[src/rtl/counter_updn_if.sv]
// Control and status bundle for counter_updn.
// The master drives the controls, and the slave (the counter) drives the count and its flags.
interface counter_updn_if #(
    parameter int unsigned WIDTH  = 8,
    parameter int unsigned WRAP_W = 16
);
    logic              clear;
    logic              load;
    logic [WIDTH-1:0]  load_val;
    logic              en;
    logic              up;
    logic [WIDTH-1:0]  Q;
    logic              at_max;
    logic              at_zero;
    logic              wrap;
    logic              sat_hit;
    logic [WRAP_W-1:0] wrap_count;

    modport master (
        output clear, load, load_val, en, up,
        input  Q, at_max, at_zero, wrap, sat_hit, wrap_count
    );

    modport slave (
        input  clear, load, load_val, en, up,
        output Q, at_max, at_zero, wrap, sat_hit, wrap_count
    );
endinterface

[src/rtl/counter_updn.sv]
// Up/down counter that counts from 0 to MAX_COUNT. At a boundary it either wraps or saturates.
// It also counts wrap events, and that wrap counter saturates at its maximum value.
module counter_updn #(
    parameter int unsigned      WIDTH     = 8,
    parameter longint unsigned  MAX_COUNT = 128,
    parameter int unsigned      SATURATE  = 0,
    parameter int unsigned      WRAP_W    = 16
) (
    input  logic              clk,
    input  logic              rst_n,
    counter_updn_if.slave     bus
);
    if (WIDTH < 1 || WIDTH > 32) begin : g_bad_width
        $error("counter_updn: WIDTH %0d outside 1..32", WIDTH);
    end
    if (MAX_COUNT < 64'd1 || MAX_COUNT > ((64'd1 << WIDTH) - 64'd1)) begin : g_bad_max
        $error("counter_updn: MAX_COUNT %0d outside 1..2^WIDTH-1", MAX_COUNT);
    end

    localparam logic [WIDTH-1:0]  MAX_Q  = WIDTH'(MAX_COUNT);
    localparam logic [WRAP_W-1:0] WC_TOP = '1;

    typedef enum logic [2:0] {
        OP_HOLD,
        OP_CLEAR,
        OP_LOAD,
        OP_STEP,
        OP_WRAP,
        OP_BLOCK
    } op_t;

    op_t              op;
    logic             at_bound;
    logic [WIDTH-1:0] load_clamped;

    assign bus.at_max  = (bus.Q == MAX_Q);
    assign bus.at_zero = (bus.Q == '0);

    // Priority is resolved here, so the register block only has to act on one decoded operation.
    always_comb begin
        op           = OP_HOLD;
        at_bound     = bus.up ? (bus.Q == MAX_Q) : (bus.Q == '0);
        load_clamped = (bus.load_val > MAX_Q) ? MAX_Q : bus.load_val;
        if (bus.clear) begin
            op = OP_CLEAR;
        end else if (bus.load) begin
            op = OP_LOAD;
        end else if (bus.en) begin
            if (!at_bound)
                op = OP_STEP;
            else if (SATURATE != 0)
                op = OP_BLOCK;
            else
                op = OP_WRAP;
        end
    end

    always_ff @(posedge clk or negedge rst_n) begin
        if (!rst_n) begin
            bus.Q          <= '0;
            bus.wrap       <= 1'b0;
            bus.sat_hit    <= 1'b0;
            bus.wrap_count <= '0;
        end else begin
            bus.wrap    <= 1'b0;
            bus.sat_hit <= 1'b0;
            unique case (op)
                OP_CLEAR: begin
                    bus.Q          <= '0;
                    bus.wrap_count <= '0;
                end
                OP_LOAD: bus.Q <= load_clamped;
                OP_STEP: bus.Q <= bus.up ? bus.Q + WIDTH'(1) : bus.Q - WIDTH'(1);
                OP_WRAP: begin
                    bus.Q    <= bus.up ? '0 : MAX_Q;
                    bus.wrap <= 1'b1;
                    if (bus.wrap_count != WC_TOP)
                        bus.wrap_count <= bus.wrap_count + WRAP_W'(1);
                end
                OP_BLOCK: bus.sat_hit <= 1'b1;
                default: ;
            endcase
        end
    end
endmodule
[src/flat_wrapper.sv]
// flat-port wrapper written by rule: the top's interface ports become plain ports
module counter_updn_flat 
#(
    parameter int unsigned      WIDTH     = 8,
    parameter longint unsigned  MAX_COUNT = 128,
    parameter int unsigned      SATURATE  = 0,
    parameter int unsigned      WRAP_W    = 16
)
  (clk, rst_n, bus_clear, bus_load, bus_load_val, bus_en, bus_up, bus_Q, bus_at_max, bus_at_zero, bus_wrap, bus_sat_hit, bus_wrap_count);
  counter_updn_if #(.WIDTH(WIDTH), .WRAP_W(WRAP_W)) bus_i ();
  input  logic clk;
  input  logic rst_n;
  input wire logic [$bits(bus_i.clear)-1:0] bus_clear;
  input wire logic [$bits(bus_i.load)-1:0] bus_load;
  input wire logic [$bits(bus_i.load_val)-1:0] bus_load_val;
  input wire logic [$bits(bus_i.en)-1:0] bus_en;
  input wire logic [$bits(bus_i.up)-1:0] bus_up;
  output wire logic [$bits(bus_i.Q)-1:0] bus_Q;
  output wire logic [$bits(bus_i.at_max)-1:0] bus_at_max;
  output wire logic [$bits(bus_i.at_zero)-1:0] bus_at_zero;
  output wire logic [$bits(bus_i.wrap)-1:0] bus_wrap;
  output wire logic [$bits(bus_i.sat_hit)-1:0] bus_sat_hit;
  output wire logic [$bits(bus_i.wrap_count)-1:0] bus_wrap_count;
  assign bus_i.clear = bus_clear;
  assign bus_i.load = bus_load;
  assign bus_i.load_val = bus_load_val;
  assign bus_i.en = bus_en;
  assign bus_i.up = bus_up;
  assign bus_Q = bus_i.Q;
  assign bus_at_max = bus_i.at_max;
  assign bus_at_zero = bus_i.at_zero;
  assign bus_wrap = bus_i.wrap;
  assign bus_sat_hit = bus_i.sat_hit;
  assign bus_wrap_count = bus_i.wrap_count;
  counter_updn #(.WIDTH(WIDTH), .MAX_COUNT(MAX_COUNT), .SATURATE(SATURATE), .WRAP_W(WRAP_W)) u_core (.clk(clk), .rst_n(rst_n), .bus(bus_i));
endmodule
[config.mk]
export PLATFORM = sky130hd
export DESIGN_NAME = counter_updn_flat
export DESIGN_NICKNAME = d
export VERILOG_FILES = /design/src/rtl/counter_updn_if.sv /design/src/rtl/counter_updn.sv /design/src/flat_wrapper.sv
export SDC_FILE = /design/constraint.sdc
export NUM_CORES = 1
export LEC_CHECK = 0
export CAP_MARGIN = 20
export CORE_MARGIN = 2
export CORE_UTILIZATION = 53
export DETAILED_ROUTE_END_ITERATION = 8
export PLACE_DENSITY_LB_ADDON = 0.3
export SYNTH_ARGS = -nofsm -noshare
export SYNTH_HDL_FRONTEND = slang
export SYNTH_SLANG_ARGS = --single-unit
[constraint.sdc]
create_clock -name clk -period 4.3 [get_ports clk]
set_input_delay 1.29 -clock clk [delete_from_list [all_inputs] [get_ports clk]]
set_output_delay 1.29 -clock clk [all_outputs]
set_load 0.1 [all_outputs]
; Word level (Yosys, flattened, before mapping)
; Cells that the tools add are included.
[classes]
addsub = 3
magnitude_cmp = 1
n_eq_ne = 8
n_mux = 13
reduce_logical = 4
[op_table]
columns = op, count
row1 = 16-bit case mux with 2 select lines, 1
row2 = 8-bit case mux with 4 select lines, 1
row3 = 8-bit 2-to-1 mux, 3
row4 = 16-bit by 1-bit adder with 16-bit output (second input constant), 1
row5 = 16-bit 2-to-1 mux, 1
row6 = 16-bit != test (second input constant), 1
row7 = 3-bit 2-to-1 mux, 4
row8 = 8-bit by 1-bit adder with 8-bit output (second input constant), 1
row9 = 8-bit equality test (second input constant), 1
row10 = 8-bit > comparator (second input constant), 1
row11 = 8-bit logical NOT, 1
row12 = 8-bit by 1-bit subtractor with 8-bit output (second input constant), 1
row13 = 3-bit by 2-bit equality test with 1-bit output (second input constant), 2
row14 = 3-bit equality test (second input constant), 2
row15 = 4-bit nonzero test, 1
row16 = 3-bit by 1-bit equality test with 1-bit output (second input constant), 1
row17 = 1-bit 2-to-1 mux, 3
row18 = 2-bit by 1-bit != test with 1-bit output (second input constant), 1
row19 = 2-bit AND reduction, 1
row20 = 2-bit nonzero test, 1
[totals]
ff_bits = 26
in_bits = 14
output_inout_bits = 28
elab_cells = 33

; Logic depth before layout (Yosys ltp)
; Gate-level depths: netlist of the first run.
[depth]
word_depth = 9
mapped_depth = 8
depth_no_buf = 7

; Worst setup path after synthesis of the first run
; OpenSTA, ideal clock, no wires.
[synth_timing]
kind = register to output
startpoint = register u_core.bus.Q[3]
endpoint = output bus_at_zero
arrival_ps = 2124
t_required_ps = 3010
path_slack_ps = 886
stages_incl_launch_ff = 4
n_path_buf = 0
cell_sequence = dfrtp_1 nor4_4 and2_1 and2b_1
[synth_between]
elab_chain_len = 1
[synth_lines]
columns = element, line
row1 = start: declaration, counter_updn_if.sv:26  ; output Q, at_max, at_zero, wrap, sat_hit, wrap_count
row2 = start signal: assignment, counter_updn.sv:72  ; OP_LOAD: bus.Q <= load_clamped;
row3 = start signal: assignment, counter_updn.sv:73  ; OP_STEP: bus.Q <= bus.up ? bus.Q + WIDTH'(1) : bus.Q - WIDTH'(1);
row4 = start signal: assignment, counter_updn.sv:75  ; bus.Q <= bus.up ? '0 : MAX_Q;
row5 = 8-bit logical NOT, counter_updn.sv:37  ; assign bus.at_zero = (bus.Q == '0);
row6 = end: declaration, flat_wrapper.sv:20  ; output wire logic [$bits(bus_i.at_zero)-1:0] bus_at_zero;
; No other way between the ends.

; Final worst setup path of the first run
[layout_timing]
startpoint = register u_core.bus.Q[7]
endpoint = output bus_Q[7]
[layout_lines]
columns = element, line
row1 = end: declaration, flat_wrapper.sv:18  ; output wire logic [$bits(bus_i.Q)-1:0] bus_Q;
; No word-level cell between the ends.

==> results.py, run 1 <==
metrics = {
    "hold_path": {
        "hp-class": "flop to flop",
    },
    "sta": {
        "fin_skew_ns": 0.00960,
        "setup_tns_ns": 0,
        "max-slew-margin-rel": 0.346,
        "fin_crit_sh": 0.773,
        "report.final.slew_viol_count": 0,
        "hold_viol": 0,
        "max_freq_mhz": 301,
        "grt_setup_unrepaired": "no",
        "hold_slack_ns": 0.537,
        "min_period_ns": 3.32,
        "setup_violations": 0,
        "worst_pin_slew_ns": 0.977,
    },
    "worst_setup_path": {
        "cp_max_fo": 9,
        "crit_buf_inv": 1,
        "critPathLaunchType": "flop",
        "cp_slowest_cell": "clkdlybuf4s50_1",
        "worst-setup-path-type": "flop to output pin",
        "end_kind": "output pin",
        "path_delay_family": "buffers and inverters",
        "critical_path.max_stage_delay_ns": 1.20,
        "crit_arrival_ns": 2.03,
        "crit_required_ns": 3.01,
        "path_cells": "clkdlybuf4s50_1",
    },
    "yosys": {
        "netlist_area_mm2": 0.00166,
        "synth_edf_count": 0,
        "yosys_warnings": 0,
        "syn_inst": 177,
        "ys_seq_elements": 26,
        "yosys_most_used_dff": "dfrtp_1",
        "ys_seq_area_frac": 0.392,
        "synth_cell_types": 45,
        "synthArstFlopShare": 1.00,
        "synth_nets": 199,
        "avgSynthCellArea_um2": 9.37,
    },
    "detailed_routing": {
        "dr.pass1.iters": 4,
        "drc": 0,
        "vias_per_cell": 6.05,
        "vias": 1524,
        "wirelength_mm": 3.81,
        "ant_nets": 0,
        "routedWlPerCell_um": 15.1,
        "drt_iter0_markers": 94,
    },
    "clocking": {
        "insertion_delay_ns": 0.32,
        "cts_sinks": 26,
        "cts_root_buffer": "clkbuf_4",
        "cts_inserted_buffers": 3,
        "htree_levels": 1,
        "cts_hold_buf": 0,
        "cts_max_path_buffers": 2,
        "cts_tree": "done",
        "clk_pin_slew_worst_paths_ns": 0.15,
        "post_cts_buffers": 0,
        "cts_resized": 0,
    },
    "global_routing": {
        "grt_pass1_vias": 1497,
        "grt.total_usage": 0.235,
        "grt_max_degree": 27,
        "antenna_found_initial": 0,
        "grt_pass1_wl_mm": 6.49,
        "grt-ovfl-total": 0,
    },
    "die": {
        "num_rows": 20,
        "die_w_um": 59.9,
        "dieHeight_um": 59.9,
        "die-area_mm2": 0.00359,
        "coreArea_mm2": 0.00300,
        "start_util": 0.552,
        "pin_count": 42,
    },
    "final_layout": {
        "diodes": 0,
        "drive_above_1_share": 0.0822,
        "fin_nets": 242,
        "area_growth_pct": 28.2,
    },
    "placement": {
        "hpwl_mm": 2.90,
        "port_buffers": 41,
        "place.gp.congestion": 0.842,
    },
    "pwr": {
        "powerDensity_mw_per_mm2": 280,
        "p_leak_uw": 0.000894,
        "ir_drop_mv": 0.153,
    },
    "job": {
        "max_cap_viol_count": 0,
    },
    "run_status": {
        "outcome": "completed",
    },
}
## flip-flops by register name (all words and copies together) (netlist names)
signal,count
u_core.bus.sat_hit,1
u_core.bus.Q,8
u_core.bus.wrap,1
u_core.bus.wrap_count,16
## placed cells by master, fill, tap and decap left out, types with 4 or more instances in the layout
cell type	count
clkdlybuf4s50_1	39
dfrtp_1	26
o21ai_0	16
nand2_1	14
a21oi_1	13
nor2_1	10
a22oi_1	7
ha_1	7
xnor2_1	6
or4_1	6
inv_1	5
nand4_1	5
nand3_1	5
nor2b_1	5
buf_4	4
## per-layer routing
layer / vias up / wire length (µm) / track usage
li1: 739 / - / -
met5: - / 0 / 0
met2: 46 / 1970 / 0.427
met1: 735 / 1650 / 0.291
met3: 4 / 144 / 0.0238
met4: 0 / 42 / 0.0698
## power breakdown
part	switching (µW)	total, µW	internal, µW
Combinational	141	204	63.4
Clock	73.4	125	51.8
Sequential	13.8	266	252
## kinds of logic after synthesis
kind of cell	share of synthesized area
other	0.00226
xor gates and xnor gates	0.0423
muxes	0.0257
DFF	0.392
adders and majority gates	0.0649
buffers and inverters	0.0325
AOI/OAI and AO/OA	0.182
and+or+nand+nor	0.258
## cells in the mapped netlist, types with 3 or more instances
cell	count	area share
nand3_1	5	0.015
nor2_1	10	0.023
and3_1	3	0.011
a22oi_1	7	0.032
o31ai_1	3	0.014
dfrtp_1	26	0.39
a21oi_1	13	0.039
nand2_1	14	0.032
nand4_1	5	0.019
nor2b_1	5	0.019
a21o_1	3	0.014
ha_1	7	0.053
nand2b_1	3	0.011
nand3b_1	3	0.014
nor3_1	3	0.0091
inv_1	5	0.011
xnor2_1	6	0.032
or4_1	6	0.027
o21ai_0	16	0.048
## through the flow
stage	utilization	std cells	area (µm²)	setup slack (ns)	power, µW
finish	0.708	252	2130	0.978	595
global route	0.708	252	2130	0.885	619
CTS	0.708	252	2130	0.980	596
detailed placement	0.696	248	2090	0.832	474
global placement	0.696	248	2090	1.00	468
floorplan	-	177	1660	0.886	416
## worst paths after layout
kind	start	end	slack, ns	cells after the start
max in group asynchronous	rst_n	u_core.bus.wrap_count[8]	2.73	2
max reg2reg	u_core.bus.wrap_count[3]	u_core.bus.wrap_count[4]	2.21	5
min in group asynchronous	rst_n	u_core.bus.wrap_count[13]	1.31	2
min reg2reg	u_core.bus.wrap_count[0]	u_core.bus.wrap_count[0]	0.54	1
max	u_core.bus.Q[7]	bus_Q[7]	0.98	1
min	u_core.bus.wrap_count[0]	u_core.bus.wrap_count[0]	0.54	1
## final cells by class
type                       count  area [µm²]
tap                           33        41.3
multi-input combinational    140         953
fill                         230         877
inverter                       6        23.8
timing repair buffer          43         420
clock buffer                   4        36.3
sequential                    26         651
Power figures use the tool's default switching activity.
==> run 2, diff against run 1 <==
--- a/config.mk
+++ b/config.mk
@@ -7,7 +7,7 @@
 export LEC_CHECK = 0
 export CAP_MARGIN = 20
 export CORE_MARGIN = 2
-export CORE_UTILIZATION = 53
+export CORE_UTILIZATION = 49
 export DETAILED_ROUTE_END_ITERATION = 8
 export PLACE_DENSITY_LB_ADDON = 0.3
 export SYNTH_ARGS = -nofsm -noshare
==> constraint.sdc (replaced) <==
create_clock -name clk -period 3.1 [get_ports clk]
set_input_delay 0.93 -clock clk [delete_from_list [all_inputs] [get_ports clk]]
set_output_delay 0.93 -clock clk [all_outputs]
set_load 0.1 [all_outputs]
==> results.py, run 2 (synthesis gave the netlist of run 1 again) <==
metrics = {
    "final_layout": {
        "regArea_um2": 651,
        "largest_reg_flops": 16,
        "reg_top3": "u_core.bus.wrap_count: 16 flops, u_core.bus.Q: 8 flops",
        "final_common_cell": "buf_4",
        "drive_above_1_share": 0.201,
        "fin_nets": 242,
        "diodes": 0,
        "top_register": "u_core.bus.wrap_count",
        "multiInputGateArea_um2": 953,
        "fill_cells": 277,
        "final_cell_mix": "29 x buf_4, 26 x dfrtp_1, 16 x o21ai_0, 14 x nand2_1",
        "instances_no_fill": 265,
        "area_growth_pct": 27.0,
    },
    "worst_setup_path": {
        "critPathLaunchType": "primary input",
        "critical_path.max_stage_delay_ns": 0.57,
        "path_cells": "clkdlybuf4s50_1 -> inv_1 -> fa_1 -> a21o_1 -> a21oi_1 -> o21ai_0 -> xnor2_1 -> o21ai_0",
        "cp_max_fo": 8,
        "cp_slowest_cell": "clkdlybuf4s50_1",
        "worst-setup-path-type": "primary input to flop",
        "rr_startpoint": "u_core.bus.wrap_count[4]",
        "reg2reg_setup_slack_ns": 0.94,
        "end_kind": "flop",
        "crit_start": "bus_up",
        "crit_arrival_ns": 2.95,
        "crit_required_ns": 3.36,
        "worst_path_most_repeated_cell": "o21ai_0",
        "r2r_cells": 5,
        "r2r-end": "u_core.bus.wrap_count[4]",
    },
    "sta": {
        "hold_viol": 0,
        "report.final.slew_viol_count": 0,
        "worst_pin_slew_ns": 0.886,
        "max_freq_mhz": 372,
        "fin_skew_ns": 0.0132,
        "grt_setup_unrepaired": "no",
        "max-slew-margin-rel": 0.405,
        "min_period_ns": 2.68,
        "setup_violations": 0,
        "setup_tns_ns": 0,
        "fin_crit_sh": 0.866,
    },
    "global_routing": {
        "grt_max_degree": 27,
        "grt_pass1_wl_mm": 6.61,
        "grt-ovfl-total": 0,
        "grt_pass1_vias": 1472,
        "antenna_found_initial": 0,
        "grt.total_usage": 0.206,
    },
    "clocking": {
        "cts_root_buffer": "clkbuf_4",
        "insertion_delay_ns": 0.33,
        "cts_tree": "done",
        "post_cts_buffers": 0,
        "htree_levels": 1,
        "cts_inserted_buffers": 3,
        "cts_hold_buf": 0,
        "cts_sinks": 26,
        "clk_pin_slew_worst_paths_ns": 0.15,
        "cts_resized": 0,
        "cts_max_path_buffers": 2,
    },
    "placement": {
        "hpwl_mm": 2.85,
        "place.gp.congestion": 0.869,
        "dp.cells": 261,
        "port_buffers": 41,
    },
    "job": {
        "max_cap_viol_count": 0,
    },
    "detailed_routing": {
        "vias_per_cell": 5.76,
        "routedWlPerCell_um": 14.3,
        "dr.pass1.iters": 4,
        "drt_iter0_markers": 71,
        "vias": 1527,
        "drc": 0,
        "wirelength_mm": 3.78,
        "ant_nets": 0,
    },
    "die": {
        "num_rows": 21,
        "die-area_mm2": 0.00386,
        "dieHeight_um": 62.2,
        "coreArea_mm2": 0.00328,
        "pin_count": 42,
        "start_util": 0.505,
        "die_w_um": 62.2,
    },
    "hold_path": {
        "hp-class": "flop to flop",
        "hold_path_depth": 1,
        "min-delay-start": "u_core.bus.wrap_count[0]",
        "worstHoldEndpoint": "u_core.bus.wrap_count[0]",
    },
    "pwr": {
        "powerDensity_mw_per_mm2": 423,
        "p_leak_uw": 0.000955,
        "ir_drop_mv": 0.201,
    },
    "run_status": {
        "outcome": "completed",
    },
}
[run 2: changes by cell type in the layout (fill, tap and decap cells not counted), sizes merged]
cell           previous run  this run
buf                       4        30
bufinv                    0         1
clkdlybuf4s50            39        13
clkbuf                    4         3
[run 2: routing by layer]
layer	vias up	GRT usage	share of wire
met4	0	0.0500	0.010
met1	735	0.256	0.42
met2	46	0.385	0.53
met5	-	0	0
met3	4	0.0199	0.039
li1	742	-	-
[run 2: where the power goes]
part / switching [µW] / internal (µW) / total, µW
Sequential: 19.6 / 350 / 370
Clock: 106 / 131 / 236
Combinational: 192 / 91.7 / 284
[run 2: through the flow]
stage          total power (µW)  setup WS, ns  hold slack, ns   util  area (µm²)
2_1_floorplan               577        0.0456           0.634      -        1660
3_3_place_gp                656        0.0551           0.515  0.625        2050
3_5_place_dp                661        0.0506           0.536  0.625        2050
4_1_cts                     893         0.406           0.556  0.641        2110
5_1_grt                     927         0.294           0.579  0.641        2110
6_report                    890         0.415           0.548  0.641        2110
[run 2: critical path, delay by kind of cell]
family                     cells  cell delay (ns)
adders and majority gates      1             0.44
buffers and inverters          2             0.76
xor gates and xnor gates       1             0.13
AOI/OAI and AO/OA              4             0.68
[run 2: cell type report]
cell class / instances / area share
Tap cell: 46 / 0.0273
Clock buffer: 3 / 0.0107
Inverter: 6 / 0.0113
Sequential cell: 26 / 0.309
Clock inverter: 1 / 0.0143
Multi-Input combinational cell: 140 / 0.453
Timing Repair Buffer: 43 / 0.175
[run 2: how the worst max path moves through the flow]
stage and endpoint:
2_1_floorplan bus_at_zero, 3_3_place_gp u_core.bus.Q[6], 3_5_place_dp u_core.bus.Q[6], 4_1_cts u_core.bus.Q[6], 5_1_grt bus_at_zero, 6_report u_core.bus.Q[6]
==> run 3, diff against run 2 <==
--- a/config.mk
+++ b/config.mk
@@ -5,11 +5,12 @@
 export SDC_FILE = /design/constraint.sdc
 export NUM_CORES = 1
 export LEC_CHECK = 0
-export CAP_MARGIN = 20
+export CAP_MARGIN = 30
 export CORE_MARGIN = 2
 export CORE_UTILIZATION = 49
 export DETAILED_ROUTE_END_ITERATION = 8
 export PLACE_DENSITY_LB_ADDON = 0.3
+export SLEW_MARGIN = 15
 export SYNTH_ARGS = -nofsm -noshare
 export SYNTH_HDL_FRONTEND = slang
 export SYNTH_SLANG_ARGS = --single-unit
==> results of run 3 <==
Final layout, timing and power as in run 2 (identical DEF).
